$ cat config.mk
export PLATFORM = sky130hd
export DESIGN_NAME = timer_counter
export DESIGN_NICKNAME = d
export VERILOG_FILES = /design/src/rtl/timer_pkg.sv /design/src/rtl/timer_prescaler.sv /design/src/rtl/timer_counter.sv
export SDC_FILE = /design/constraint.sdc
export NUM_CORES = 1
export LEC_CHECK = 0
export BUFFER_PORTS_ARGS = -buffer_cell sky130_fd_sc_hd__buf_2
export CORE_ASPECT_RATIO = 1.4
export CORE_MARGIN = 5
export CORE_UTILIZATION = 30
export CTS_CLUSTER_DIAMETER = 60
export CTS_CLUSTER_SIZE = 10
export DETAILED_ROUTE_END_ITERATION = 8
export MAX_ROUTING_LAYER = met4
export PLACE_DENSITY = 0.61
export SLEW_MARGIN = 20
export SYNTH_ARGS = -nofsm -noshare
export SYNTH_HDL_FRONTEND = slang
export SYNTH_HIERARCHICAL = 1
export SYNTH_SLANG_ARGS = --single-unit
$ cat constraint.sdc
create_clock -name clock50 -period 6.92 [get_ports clock50]
set_clock_uncertainty 0.1 [all_clocks]
set_input_delay 0.692 -clock clock50 [delete_from_list [all_inputs] [get_ports clock50]]
set_output_delay 0.692 -clock clock50 [all_outputs]
set_load 0.01 [all_outputs]
$ cat src/rtl/timer_pkg.sv
// timer_pkg: shared encodings for the timer/counter block.
//   cs   : clock select (stop, /1, /8, /64, /256, /1024; 6-7 also stop)
//   mode : counting mode (normal, clear-on-compare, up/down; 3 acts as normal)
//   com  : compare-output action on a compare match
//   TAP_*: number of low prescaler bits that must all be ones for a tick
package timer_pkg;

  typedef enum logic [2:0] {
    CS_STOP    = 3'd0,
    CS_DIV1    = 3'd1,
    CS_DIV8    = 3'd2,
    CS_DIV64   = 3'd3,
    CS_DIV256  = 3'd4,
    CS_DIV1024 = 3'd5
  } cs_e;

  typedef enum logic [1:0] {
    MODE_NORMAL = 2'd0,
    MODE_CTC    = 2'd1,
    MODE_UPDOWN = 2'd2
  } mode_e;

  typedef enum logic [1:0] {
    COM_HOLD   = 2'd0,
    COM_TOGGLE = 2'd1,
    COM_CLEAR  = 2'd2,
    COM_SET    = 2'd3
  } com_e;

  localparam int TAP_DIV8    = 3;
  localparam int TAP_DIV64   = 6;
  localparam int TAP_DIV256  = 8;
  localparam int TAP_DIV1024 = 10;

endpackage

$ cat src/rtl/timer_prescaler.sv
// timer_prescaler: free-running prescale counter and clock-select tick.
//   clock50 : system clock
//   MR      : synchronous active-high master reset (clears the prescaler)
//   psr     : prescaler reset (clears the prescaler, suppresses the tick)
//   cs      : clock select
//   tick    : combinational one-cycle timer tick for the current cycle
module timer_prescaler
  import timer_pkg::*;
#(
  parameter int PS_WIDTH = 10
) (
  input  logic       clock50,
  input  logic       MR,
  input  logic       psr,
  input  logic [2:0] cs,
  output logic       tick
);

  logic [PS_WIDTH-1:0] ps_count;

  always_ff @(posedge clock50) begin
    if (MR || psr) begin
      ps_count <= '0;
    end else begin
      ps_count <= ps_count + 1'b1;
    end
  end

  // A divide-by-2^n tick fires when the low n prescaler bits are all ones,
  // so the first tick after a clear lands on prescaler value 2^n-1.
  always_comb begin
    tick = 1'b0;
    if (!psr) begin
      case (cs)
        CS_DIV1:    tick = 1'b1;
        CS_DIV8:    tick = &ps_count[TAP_DIV8-1:0];
        CS_DIV64:   tick = &ps_count[TAP_DIV64-1:0];
        CS_DIV256:  tick = &ps_count[TAP_DIV256-1:0];
        CS_DIV1024: tick = &ps_count[TAP_DIV1024-1:0];
        default:    tick = 1'b0;
      endcase
    end
  end

endmodule

$ cat src/rtl/timer_counter.sv
// timer_counter: prescaled timer/counter with normal, CTC and up/down modes,
// parallel load, compare unit with waveform output and sticky flags.
//   clock50   : system clock
//   MR        : synchronous active-high master reset
//   cs        : clock select (see timer_pkg)
//   mode      : counting mode (see timer_pkg)
//   com       : compare output action (see timer_pkg)
//   ocr       : compare value, used directly every cycle
//   load_en   : parallel load strobe, load_val -> count
//   load_val  : parallel load value
//   psr       : prescaler reset
//   flag_clr  : write-1-to-clear, [0] TOV, [1] OCF
//   count_out : current count
//   tov_flag  : sticky overflow / bottom flag
//   ocf_flag  : sticky compare-match flag
//   oc_out    : compare waveform output
//   tick_out  : current-cycle tick (combinational)
module timer_counter
  import timer_pkg::*;
#(
  parameter int WIDTH    = 8,
  parameter int PS_WIDTH = 10
) (
  input  logic             clock50,
  input  logic             MR,
  input  logic [2:0]       cs,
  input  logic [1:0]       mode,
  input  logic [1:0]       com,
  input  logic [WIDTH-1:0] ocr,
  input  logic             load_en,
  input  logic [WIDTH-1:0] load_val,
  input  logic             psr,
  input  logic [1:0]       flag_clr,
  output logic [WIDTH-1:0] count_out,
  output logic             tov_flag,
  output logic             ocf_flag,
  output logic             oc_out,
  output logic             tick_out
);

  localparam logic [WIDTH-1:0] MAX = '1;

  logic             tick;
  logic             dir;       // 0 = counting up, 1 = counting down
  logic             dir_next;
  logic             tov_set;
  logic             ocf_set;
  logic             oc_next;
  logic [WIDTH-1:0] count_next;

  timer_prescaler #(
    .PS_WIDTH(PS_WIDTH)
  ) u_prescaler (
    .clock50(clock50),
    .MR     (MR),
    .psr    (psr),
    .cs     (cs),
    .tick   (tick)
  );

  assign tick_out = tick;

  // Next-state for count, direction, flag set requests and waveform.
  // A load wins over a tick and suppresses compare/overflow/direction.
  always_comb begin
    count_next = count_out;
    dir_next   = dir;
    tov_set    = 1'b0;
    ocf_set    = 1'b0;
    oc_next    = oc_out;
    if (load_en) begin
      count_next = load_val;
    end else if (tick) begin
      if (count_out == ocr) begin
        ocf_set = 1'b1;
        case (com)
          COM_TOGGLE: oc_next = ~oc_out;
          COM_CLEAR:  oc_next = 1'b0;
          COM_SET:    oc_next = 1'b1;
          default:    oc_next = oc_out;
        endcase
      end
      case (mode)
        MODE_CTC: begin
          // With ocr == MAX the clear and the wrap coincide, so TOV still sets.
          if (count_out == ocr) begin
            count_next = '0;
          end else begin
            count_next = count_out + 1'b1;
          end
          tov_set = (count_out == MAX);
        end
        MODE_UPDOWN: begin
          if (!dir) begin
            if (count_out == MAX) begin
              count_next = MAX - 1'b1;
              dir_next   = 1'b1;
            end else begin
              count_next = count_out + 1'b1;
            end
          end else begin
            if (count_out == '0) begin
              count_next = {{(WIDTH-1){1'b0}}, 1'b1};
              dir_next   = 1'b0;
              tov_set    = 1'b1;
            end else begin
              count_next = count_out - 1'b1;
            end
          end
        end
        default: begin
          count_next = count_out + 1'b1;
          tov_set    = (count_out == MAX);
        end
      endcase
    end
    // Outside up/down mode the direction always returns to up.
    if (mode != MODE_UPDOWN) begin
      dir_next = 1'b0;
    end
  end

  always_ff @(posedge clock50) begin
    if (MR) begin
      count_out <= '0;
      dir       <= 1'b0;
      tov_flag  <= 1'b0;
      ocf_flag  <= 1'b0;
      oc_out    <= 1'b0;
    end else begin
      count_out <= count_next;
      dir       <= dir_next;
      // A set in the same cycle beats a clear.
      tov_flag  <= tov_set | (tov_flag & ~flag_clr[0]);
      ocf_flag  <= ocf_set | (ocf_flag & ~flag_clr[1]);
      oc_out    <= oc_next;
    end
  end

endmodule

**Word-level counts from Yosys, hierarchy flattened**

Index checks and enable logic that the tools add are counted.

- $add $sub $neg: 3
- Equal/unequal tests: 13
- Mux-type cells: 21
- Bitwise gates (word level): 8
- Reduce and logical (&&, ||, !) cells: 11

Operators by type and width:

| operator | number |
|---|---|
| $mux 8 | 6 |
| $pmux 8 s2 | 1 |
| $mux 1 | 12 |
| $add 10x1->10 const B | 1 |
| $reduce_and 10->1 | 1 |
| $add 8x1->8 const B | 1 |
| $eq 8x8->1 | 1 |
| $eq 8x8->1 const B | 1 |
| $logic_not 8->1 | 1 |
| $reduce_and 8->1 | 1 |
| $sub 8x1->8 const B | 1 |
| $eq 2x2->1 const B | 3 |
| $eq 3x2->1 const B | 2 |
| $eq 3x3->1 const B | 2 |
| $reduce_and 3->1 | 2 |
| $reduce_and 6->1 | 1 |
| $pmux 1 s5 | 1 |
| $eq 2x1->1 const B | 2 |
| $not 1->1 | 4 |
| $reduce_and 4->1 | 1 |
| $eq 3x1->1 const B | 1 |
| $pmux 1 s3 | 1 |
| $reduce_bool 3->1 | 1 |
| $and 1x1->1 | 2 |
| 5 further kinds | 6 |

- Register bits: 22
- Input port bits: 29
- Output and inout bits: 12
- Logic and storage cells: 62

**Logic depth before layout (Yosys ltp)**

Gate-level depths: netlist of run 1.

- Word-level depth: 7
- Mapped depth: 11
- Gate-level depth less buffers: 10

**Cells and area by module**

The synthesis of run 1 kept the hierarchy.

Modules (own cells, without submodules):

| module | instances | cells each | area an instance (µm²) | seq. area each (µm²) |
|---|---|---|---|---|
| timer_counter | 1 | 156 | 1129.8 | 240.2 |
| timer_prescaler | 1 | 53 | 460.4 | 200.2 |

**Worst setup path after synthesis of run 1**

No wires, ideal clock.

- Kind: input to register
- From: input cs[0]
- To: register oc_out
- Library setup time: 0.062 ns
- Arrival: 2.199 ns
- Data required time: 6.758 ns
- Setup slack: 4.559 ns
- Stages: 8
- Buffers on the path: 0
- Path through: a21boi_0 o41ai_1 and3_1 inv_1 nor2_1 nand3_1 or4b_1 nand3_1

- Longest elaborated chain between the ends: 4
- Elaborated cells on any way between the ends: 8
- Those cells by class: eq/ne (5); mux (2); reduce/logical (1)

Ends and longest elaborated chain:

| item | RTL line | RTL |
|---|---|---|
| start: declaration | timer_counter.sv:26 | `input logic [2:0] cs,` |
| $eq 3x3->1, or another cell as far along | timer_prescaler.sv:34 | `case (cs)` |
| $pmux 1 s5 * | timer_prescaler.sv:34 |  |
| $mux 1 * | timer_prescaler.sv:33 | `if (!psr) begin` |
| net tick_out | timer_counter.sv:38 | `output logic tick_out` |
| $reduce_and 4->1 (no line) * | n/a |  |
| end signal: assignment | timer_counter.sv:136 | `oc_out <= oc_next;` |
| end: declaration | timer_counter.sv:37 | `output logic oc_out,` |

Mark *: on every way through the listed nets, which the timed path passes. The rest lies on a longest branch.
A chain may end at the register's enable or synchronous reset.

**Worst setup path after layout of run 1**

- From: register u_prescaler.ps_count[0]
- To: register oc_out

- Longest elaborated chain between the ends: 4
- Elaborated cells on any way between the ends: 7
- Those cells by class: mux (2); reduce/logical (5)

Ends and longest elaborated chain:

| item | RTL line | RTL |
|---|---|---|
| start: declaration | timer_prescaler.sv:19 | `logic [PS_WIDTH-1:0] ps_count;` |
| start signal: assignment | timer_prescaler.sv:25 | `ps_count <= ps_count + 1'b1;` |
| $reduce_and 10->1, or another cell as far along | timer_prescaler.sv:39 | `CS_DIV1024: tick = &ps_count[TAP_DIV1024-1:0];` |
| $pmux 1 s5 * | timer_prescaler.sv:34 |  |
| $mux 1 * | timer_prescaler.sv:33 |  |
| $reduce_and 4->1 (no line) * | n/a |  |

Every way passes the cells marked *; elsewhere a longest branch is shown, timed or not.

==> run metrics, run 1 <==
Worst Setup End Kind flop; Worst Hold Class reg -> reg; status completed; proportion of layout cells with a drive suffix above 1 0.2116; core box area between 5000 and 6000 sq um; top cell type's share of synthesized area 0.2769; vias per inst 5.352; post-synthesis sequential area ratio 0.2769; Cell Area, Synth 1590 sq um; RSZ-0062 raised after global routing no; first-pass GRT wire length about 7.2 mm; Crit Path Max Fanout 12; layout net count 278; Die ar. roughly 6900 sq um; clk_lat worst skew 0.26 ns; Synth Instances ~210; # DRC 0; row cnt 31; vias in the first global route around 1,600; initial antenna violation count 0; Post-DP Area between 1500 and 2000 sq um; worst slew pin tran roughly 0.56 ns; Max Fclk 0.3539 GHz; setup_tns 0 ns; gr ovfl total 0; drt pass-1 iters 4; largest net degree at the start of global routing 22; Setup Viol. Count Final 0; PwrDens around 160 nW/um^2; max_cap viols 0; drt total wl 4.406 mm; Reg clk slew, reported paths roughly 0.08 ns; Die W just over 70 um; min Tclk post-route roughly 2.8 ns; ys flop type dfxtp_1; synthesized area per cell 7.609 sq um; max_slew headroom 0.6262; flop2flop setup slack between 4 and 5 ns; total global-route track usage 0.1349; post-synthesis register bit count 22; CTS H-tree depth 1; syn nets 245; clock root cell clkbuf_8; Post-CTS Resized 0; Hold Violations, Final 0; clk sinks 22; IO Count about 40; worst vdd ir about 0.060 mV; Port Buffer Count 40; Lkg Pwr approximately 0.77 nW; CP arrival 2.93 ns; # hold bufs at CTS 0; Area Growth Syn to Fin 17.86%; max-slew violation count 0; Initial Utilization 0.3083; cts bufs inserted 3; Synth area leader dfxtp_1; WS Path Type reg -> reg; Ant. Diodes 0; Die Ht 96.15 um; ys async rst share 0; CTS tree done; post-synthesis cell type count 43; Worst Path Required between 7 and 8 ns; Wirelength per Cell about 14 um; detailed-placement wirelength estimate 3.483 mm; top cells by area, synth dfxtp_1, xor2_1, ha_1, nor3_1, nor2_1; Final period util 0.4083; Worst setup SP type flop; 1st-iter DRT viols between 70 and 80; via count approximately 1,600; Post-synth top cells dfxtp_1, nor2_1, xor2_1, nor3_1, a21oi_1; antenna viol nets, final 0; Warnings, synthesis 6; fin area between 1500 and 2000 sq um; count leader, synth dfxtp_1; Setup Fix Bufs, Post-CTS 0; Total Power just under 300 uW; Post-synth EDFFs 0; clk buf depth 2; Final Wtd Congestion around 0.9
[report_power, final]
| part | switching [mW] | leakage [nW] | internal (mW) |
|---|---|---|---|
| registers | 0.0117 | 0.179 | 0.131 |
| logic | 0.0339 | 0.563 | 0.0288 |
| clock network | 0.0418 | 0.0288 | 0.0507 |
[routing by layer]
metal / up-vias / routed length (um) / track usage
met1: 760 / 1693 / 0.1381
met4: 0 / 200 / 0.08934
met5: - / 0 / -
li1: 808 / - / -
met3: 16 / 237 / 0.02299
met2: 59 / 2274 / 0.2354
[metrics by stage]
stage          worst slack, ns    util  cells  hold slack [ns]
2_1_floorplan            4.559       -    209           0.3175
3_3_place_gp             4.052  0.3527    303           0.3323
3_5_place_dp             3.988  0.3527    303           0.3517
4_1_cts                  4.095  0.3633    307           0.3693
5_1_grt                  3.804  0.3633    307           0.3852
6_report                 4.095  0.3633    307           0.3629
[area by class of cell]
class	instances	area [sq um]
well taps	66	82.58
inverters	10	37.54
repair buffers	40	200.2
flip-flops and latches	22	440.4
fillers	557	3284
multi-input cells	165	1059
clock buffers	4	55.05
[final timing paths]
| kind | to | startpoint | cells past startpoint |
|---|---|---|---|
| hold / removal | u_prescaler/ps_count[0] | u_prescaler/ps_count[0] | 1 |
| setup reg to reg | oc_out | u_prescaler/ps_count[0] | 9 |
| setup / recovery | oc_out | u_prescaler/ps_count[0] | 9 |
| hold reg to reg | u_prescaler/ps_count[0] | u_prescaler/ps_count[0] | 1 |
[flip-flops by register name, indices dropped and copies added, names as in the netlist]
name                  cells
u_prescaler/ps_count     10
count_out                 8
dir                       1
oc_out                    1
ocf_flag                  1
tov_flag                  1
[critical path, stage by stage, from the launching register on]
cell and delay [ns]:
dfxtp_1 0.37, ha_1 0.25, nand3_1 0.13, o41ai_1 0.29
and3_1 0.50, inv_1 0.11, nor2_1 0.28, nand3_1 0.16
or4b_1 0.48, nand3_1 0.09
[placed cells by master (no fill, tap or decap), types with 4 or more instances in the layout]
master and n:
dfxtp_1 22, ha_1 7, xnor2_1 5, nor3_1 16, clkbuf_8 4, xor2_1 17, inv_1 10, o21ai_0 10
nand3_1 10, o31ai_1 5, nor2_1 21, nor2b_1 4, buf_2 40, a21oi_1 13, nand2_1 12
[logic make-up (layout without fill, tap and decap cells)]
logic type                 Yosys count  after routing  share of synthesized area
AOI/OAI and AO/OA                   46             46                     0.1849
xor gates and xnor gates            22             22                     0.1212
adders and majority gates            7              7                    0.05507
buffers and inverters               22             54                    0.05743
DFF                                 22             22                     0.2769
and+or+nand+nor                     90             90                     0.3045
Power figures use the tool's default switching activity.
==> run 2: changes to the inputs <==
--- a/config.mk
+++ b/config.mk
@@ -13,7 +13,7 @@
 export CTS_CLUSTER_SIZE = 10
 export DETAILED_ROUTE_END_ITERATION = 8
 export MAX_ROUTING_LAYER = met4
-export PLACE_DENSITY = 0.61
+export PLACE_DENSITY = 0.63
 export SLEW_MARGIN = 20
 export SYNTH_ARGS = -nofsm -noshare
 export SYNTH_HDL_FRONTEND = slang
==> constraint.sdc (replaced) <==
create_clock -name clock50 -period 2.5 [get_ports clock50]
set_clock_uncertainty 0.1 [all_clocks]
set_input_delay 0.25 -clock clock50 [delete_from_list [all_inputs] [get_ports clock50]]
set_output_delay 0.25 -clock clock50 [all_outputs]
set_load 0.01 [all_outputs]
==> run metrics, run 2 (same netlist as run 1, synthesis figures left out) <==
PwrDens 440.3 nW/um^2 (was 158.8 nW/um^2); Reg clk slew, reported paths 0.09 ns (was 0.08 ns); # hold bufs at CTS 0 (unchanged); Worst setup SP type flop (unchanged); setup_tns 0 ns (unchanged); 1st-iter DRT viols 70 (was 73); Setup Viol. Count Final 0 (unchanged); WS Path Type reg -> reg (unchanged); Worst Path Required 2.62 ns (was 7.03 ns); Wirelength per Cell 14.44 um (was 14.35 um); CTS H-tree depth 1 (unchanged); clk buf depth 2 (unchanged); Max Fclk 0.4426 GHz (was 0.3539 GHz); Final Wtd Congestion 0.8782 (was 0.8869); clk_lat worst skew 0.27 ns (was 0.26 ns); Port Buffer Count 40 (unchanged); Die ar. 6878 sq um (unchanged); worst slew pin tran 0.5038 ns (was 0.5564 ns); via count 1,618 (was 1,643); Die Ht 96.15 um (unchanged); Hold Violations, Final 0 (unchanged); most frequent cells in the layout buf_2, dfxtp_1, nor2_1 (unchanged); Sequential Power Share 0.464 (was 0.478); max reg flops 10 (unchanged); drt total wl 4.492 mm (was 4.406 mm); sw frac 0.3042 (was 0.2939); max_slew headroom 0.6610 (was 0.6262); Hold Path Stages 3 (was 1); min-delay src flag_clr[0] (was u_prescaler/ps_count[0]); CP arrival 2.38 ns (was 2.93 ns); status completed (unchanged); clock root cell clkbuf_8 (unchanged); Final period util 0.9037 (was 0.4083); max_cap viols 0 (unchanged); initial antenna violation count 0 (unchanged); RSZ-0062 raised after global routing no (unchanged); worst vdd ir 0.1755 mV (was 0.06004 mV); biggest regs u_prescaler/ps_count x10, count_out x8 (unchanged); Clk pwr share 0.321 (was 0.311); Crit Path Max Fanout 5 (was 12); CTS tree done (unchanged); clk sinks 22 (unchanged); Top Layer Used met4 (unchanged); internal cell power 587.3 uW (was 210.1 uW); commonest non-fill, non-tap cell in the layout buf_2 (unchanged); proportion of layout cells with a drive suffix above 1 0.2286 (was 0.2116); capture point of the worst reg-to-reg path oc_out (unchanged); Top reg by flops u_prescaler/ps_count (unchanged); detailed-placement wirelength estimate 3.466 mm (was 3.483 mm); Worst Hold Class in -> reg (was reg -> reg); M1 wire length 1.815 mm (was 1.693 mm); Area Growth Syn to Fin 20.54% (was 17.86%); fin area 1917 sq um (was 1874 sq um); cts bufs inserted 3 (unchanged); Post-CTS Resized 0 (unchanged); vias per inst 5.203 (was 5.352); setup ws final 0.2408 ns (was 4.095 ns); first-pass GRT wire length 7.182 mm (was 7.196 mm); row cnt 31 (unchanged); reg2reg start u_prescaler/ps_count[0] (unchanged); Initial Utilization 0.3083 (unchanged); drt pass-1 iters 4 (unchanged); # DRC 0 (unchanged); antenna viol nets, final 0 (unchanged); total global-route track usage 0.1349 (about the same); Post-DP Area 1849 sq um (was 1819 sq um); flop2flop setup slack 0.24 ns (was 4.09 ns); combinational fraction of design power 0.215 (was 0.211); vias in the first global route 1,573 (was 1,647); Ant. Diodes 0 (unchanged); Hold EP tov_flag (was u_prescaler/ps_count[0]); R2R depth 9 (unchanged); Setup Fix Bufs, Post-CTS 0 (unchanged); Die W 71.54 um (unchanged); Layout Utilization 0.3716 (was 0.3633); Sw Pwr 256.7 uW (was 87.46 uW); core box area 5159 sq um (unchanged); Setup WS pre-CTS 0.2141 ns (was 3.988 ns); layout net count 282 (was 278); largest net degree at the start of global routing 22 (unchanged); min Tclk post-route 2.259 ns (was 2.825 ns); max-slew violation count 0 (unchanged); met3 wire len 204 um (was 237 um); Lkg Pwr 0.7900 nW (was 0.7710 nW); Worst Setup End Kind flop (unchanged); IO Count 41 (unchanged); met2 routed WL 2.414 mm (was 2.274 mm); gr ovfl total 0 (unchanged)
run 2: cell types whose count changed in the layout (fill, tap and decap cells not counted):
cell / previous run / this run
ha_4: 0 / 1
buf_4: 0 / 4
ha_1: 7 / 6
run 2: worst max-delay path by stage:
stage                                  from     end  cells past startpoint
global route        u_prescaler/ps_count[0]  oc_out                      9
finish              u_prescaler/ps_count[0]  oc_out                      9
detailed placement  u_prescaler/ps_count[0]  oc_out                      9
floorplan           u_prescaler/ps_count[0]  oc_out                      9
global placement    u_prescaler/ps_count[0]  oc_out                      9
CTS                 u_prescaler/ps_count[0]  oc_out                      9
run 2: stage by stage:
stage               hold slack (ns)  instances  power, mW
finish                       0.1258        311     0.8440
global placement             0.3326        307     0.5804
CTS                          0.1310        311     0.8520
detailed placement           0.3592        307     0.5807
floorplan                    0.3175        209     0.5143
global route                 0.1603        311     0.8904
run 2: cell type report:
class / count / area (sq um)
fillers: 545 / 3242
repair buffers: 44 / 230.2
well taps: 66 / 82.58
clock buffers: 4 / 55.05
flip-flops and latches: 22 / 440.4
multi-input cells: 165 / 1071
inverters: 10 / 37.54
run 2: worst max-delay path, stage by stage (launching register included):
cell and delay, ns:
dfxtp_1 0.41, ha_4 0.18, nand3_1 0.10, o41ai_1 0.32
and3_1 0.22, inv_1 0.06, nor2_1 0.12, nand3_1 0.12
or4b_1 0.48, nand3_1 0.09
run 2: routing by layer:
layer / vias to the layer above / global-route usage
li1: 815 / -
met1: 753 / 0.1463
met2: 45 / 0.2515
met3: 5 / 0.01567
met4: 0 / 0.04702
met5: - / -
run 2: power by group through the flow:
stage	clock network, mW	registers [mW]	logic [mW]
floorplan	0	0.382	0.133
global route	0.291	0.394	0.205
global placement	0	0.399	0.181
finish	0.271	0.391	0.182
detailed placement	0	0.399	0.182
CTS	0.278	0.390	0.183
==> run 3: changes to the inputs <==
--- a/config.mk
+++ b/config.mk
@@ -6,7 +6,6 @@
 export NUM_CORES = 1
 export LEC_CHECK = 0
 export BUFFER_PORTS_ARGS = -buffer_cell sky130_fd_sc_hd__buf_2
-export CORE_ASPECT_RATIO = 1.4
 export CORE_MARGIN = 5
 export CORE_UTILIZATION = 30
 export CTS_CLUSTER_DIAMETER = 60
@@ -19,3 +18,4 @@
 export SYNTH_HDL_FRONTEND = slang
 export SYNTH_HIERARCHICAL = 1
 export SYNTH_SLANG_ARGS = --single-unit
+export TNS_END_PERCENT = 100
==> constraint.sdc (replaced) <==
create_clock -name clock50 -period 2 [get_ports clock50]
set_clock_uncertainty 0.1 [all_clocks]
set_input_delay 0.2 -clock clock50 [delete_from_list [all_inputs] [get_ports clock50]]
set_output_delay 0.2 -clock clock50 [all_outputs]
set_load 0.01 [all_outputs]
==> run metrics, run 3 (same netlist as run 1, synthesis figures left out) <==
Post-DP Area 2028 sq um (was 1849 sq um); clock root cell clkbuf_8 (unchanged); gr ovfl total 0 (unchanged); # hold bufs at CTS 0 (unchanged); detailed-placement wirelength estimate 3.680 mm (was 3.466 mm); 1st-iter DRT viols 65 (was 70); vias in the first global route 1,703 (was 1,573); RSZ-0062 raised after global routing yes (was no); Worst Path Required 2.12 ns (was 2.62 ns); Port Buffer Count 40 (unchanged); min Tclk post-route 2.126 ns (was 2.259 ns); failing checks setup timing; R2R depth 9 (unchanged); commonest non-fill, non-tap cell in the layout buf_2 (unchanged); Layout Utilization 0.4374 (was 0.3716); Lkg Pwr 0.9621 nW (was 0.7900 nW); most frequent cells in the layout buf_2, buf_4, dfxtp_1 (was buf_2, dfxtp_1, nor2_1); layout net count 308 (was 282); worst vdd ir 0.4113 mV (was 0.1755 mV); Hold Violations, Final 0 (unchanged); CTS tree done (unchanged); Final Wtd Congestion 0.9067 (was 0.8782); Total Power 1.196 mW (was 844.0 uW); Worst Setup End Kind flop (unchanged); fin area 2248 sq um (was 1917 sq um); max-slew violation count 0 (unchanged); WS Path Type reg -> reg (unchanged); initial antenna violation count 0 (unchanged); Max Fclk 0.4703 GHz (was 0.4426 GHz); biggest regs u_prescaler/ps_count x10, count_out x8 (unchanged); row cnt 26 (was 31); worst slew pin tran 0.4020 ns (was 0.5038 ns); total area of sequential cells 444.2 sq um (was 440.4 sq um); fill count 576 (was 545); CTS H-tree depth 1 (unchanged); Initial Utilization 0.3094 (was 0.3083); Worst Hold Class in -> reg (unchanged); max_cap viols 0 (unchanged); vias per inst 5.053 (was 5.203); drt total wl 4.965 mm (was 4.492 mm); area of the multi-input gates 1147 sq um (was 1071 sq um); clk buf depth 2 (unchanged); Setup Viol. Count Final 7 (was 0); Die Ht 82.81 um (was 96.15 um); DP Cell Count 331 (was 307); clk sinks 22 (unchanged); via count 1,723 (was 1,618); Reg clk slew, reported paths 0.09 ns (about the same); Ant. Diodes 0 (unchanged); Wirelength per Cell 14.56 um (was 14.44 um); proportion of layout cells with a drive suffix above 1 0.3506 (was 0.2286); setup ws final -0.1264 ns (was 0.2408 ns); Worst setup SP type flop (unchanged); Hold Path Stages 3 (unchanged); status finished, violations left (was completed); Die W 82.81 um (was 71.54 um); IO Count 41 (unchanged); clk_lat worst skew 0.27 ns (about the same); drt pass-1 iters 4 (unchanged); Crit Path Max Fanout 3 (was 5); Area Growth Syn to Fin 41.38% (was 20.54%); Die ar. 6857 sq um (was 6878 sq um); total global-route track usage 0.1420 (was 0.1349); cts bufs inserted 3 (unchanged); # DRC 0 (unchanged); Final period util 1.063 (was 0.9037); WHS 0.08632 ns (was 0.1258 ns); first-pass GRT wire length 8.010 mm (was 7.182 mm); Cell Count, Final, Fillers Out 341 (was 311); core box area 5140 sq um (was 5159 sq um); PwrDens 531.9 nW/um^2 (was 440.3 nW/um^2); antenna viol nets, final 0 (unchanged); max_slew headroom 0.7296 (was 0.6610); CP arrival 2.24 ns (was 2.38 ns); Top reg by flops u_prescaler/ps_count (unchanged); max reg flops 10 (unchanged); largest net degree at the start of global routing 22 (unchanged)
run 3: changes by cell type in the layout (fill, tap and decap cells not counted), moves of 2 or more:
cell	change
buf_6	+2
nor2_1	-3
dfxtp_1	-3
nor2_2	+2
buf_4	+23
dfxtp_2	+3
run 3: timing repair:
item	4_1_cts	5_1_grt
endpoints found under the hold margin	0	0
endpoints found under the setup margin	7	12
gates cloned	0	1
setup buffers	0	5
resized for setup	3	14
pin swaps	2	5
run 3: layout make-up:
class,instances,area share
multi-input cells,165,0.5103
flip-flops and latches,22,0.1976
inverters,10,0.01669
repair buffers,70,0.2048
clock inverters,1,0.01336
well taps,70,0.03895
clock buffers,3,0.01836
run 3: power breakdown:
part / switching, mW / total [mW] / internal [mW]
registers: 0.0196 / 0.472 / 0.452
logic: 0.155 / 0.295 / 0.140
clock network: 0.162 / 0.429 / 0.268
run 3: metrics by stage:
step | TNS (ns) | setup WS [ns]
floorplan | -0.1818 | -0.1818
global placement | -0.1406 | -0.07649
detailed placement | -0.2838 | -0.1216
CTS | -0.1904 | -0.09195
global route | -1.334 | -0.2417
finish | -0.4425 | -0.1264
run 3: routing by layer:
metal / global-route usage / up-vias / wire length, um
li1: - / 867 / -
met1: 0.1780 / 799 / 2214
met2: 0.2376 / 51 / 2452
met3: 0.02970 / 6 / 252
met4: 0.02675 / 0 / 45
met5: - / - / 0
run 3: final timing paths:
check,start,end,slack [ns]
setup / recovery,u_prescaler/ps_count[1],oc_out,-0.13
hold / removal,flag_clr[0],tov_flag,0.09
setup reg to reg,u_prescaler/ps_count[1],oc_out,-0.13
hold reg to reg,tov_flag,tov_flag,0.37
run 3: critical path, stage by stage, from the launching register on:
cell     delay, ns
dfxtp_2       0.36
ha_4          0.16
nand3_4       0.08
o41ai_4       0.29
and3_4        0.25
inv_1         0.06
nor2_2        0.11
nand3_1       0.10
or4b_1        0.48
nand3_1       0.09
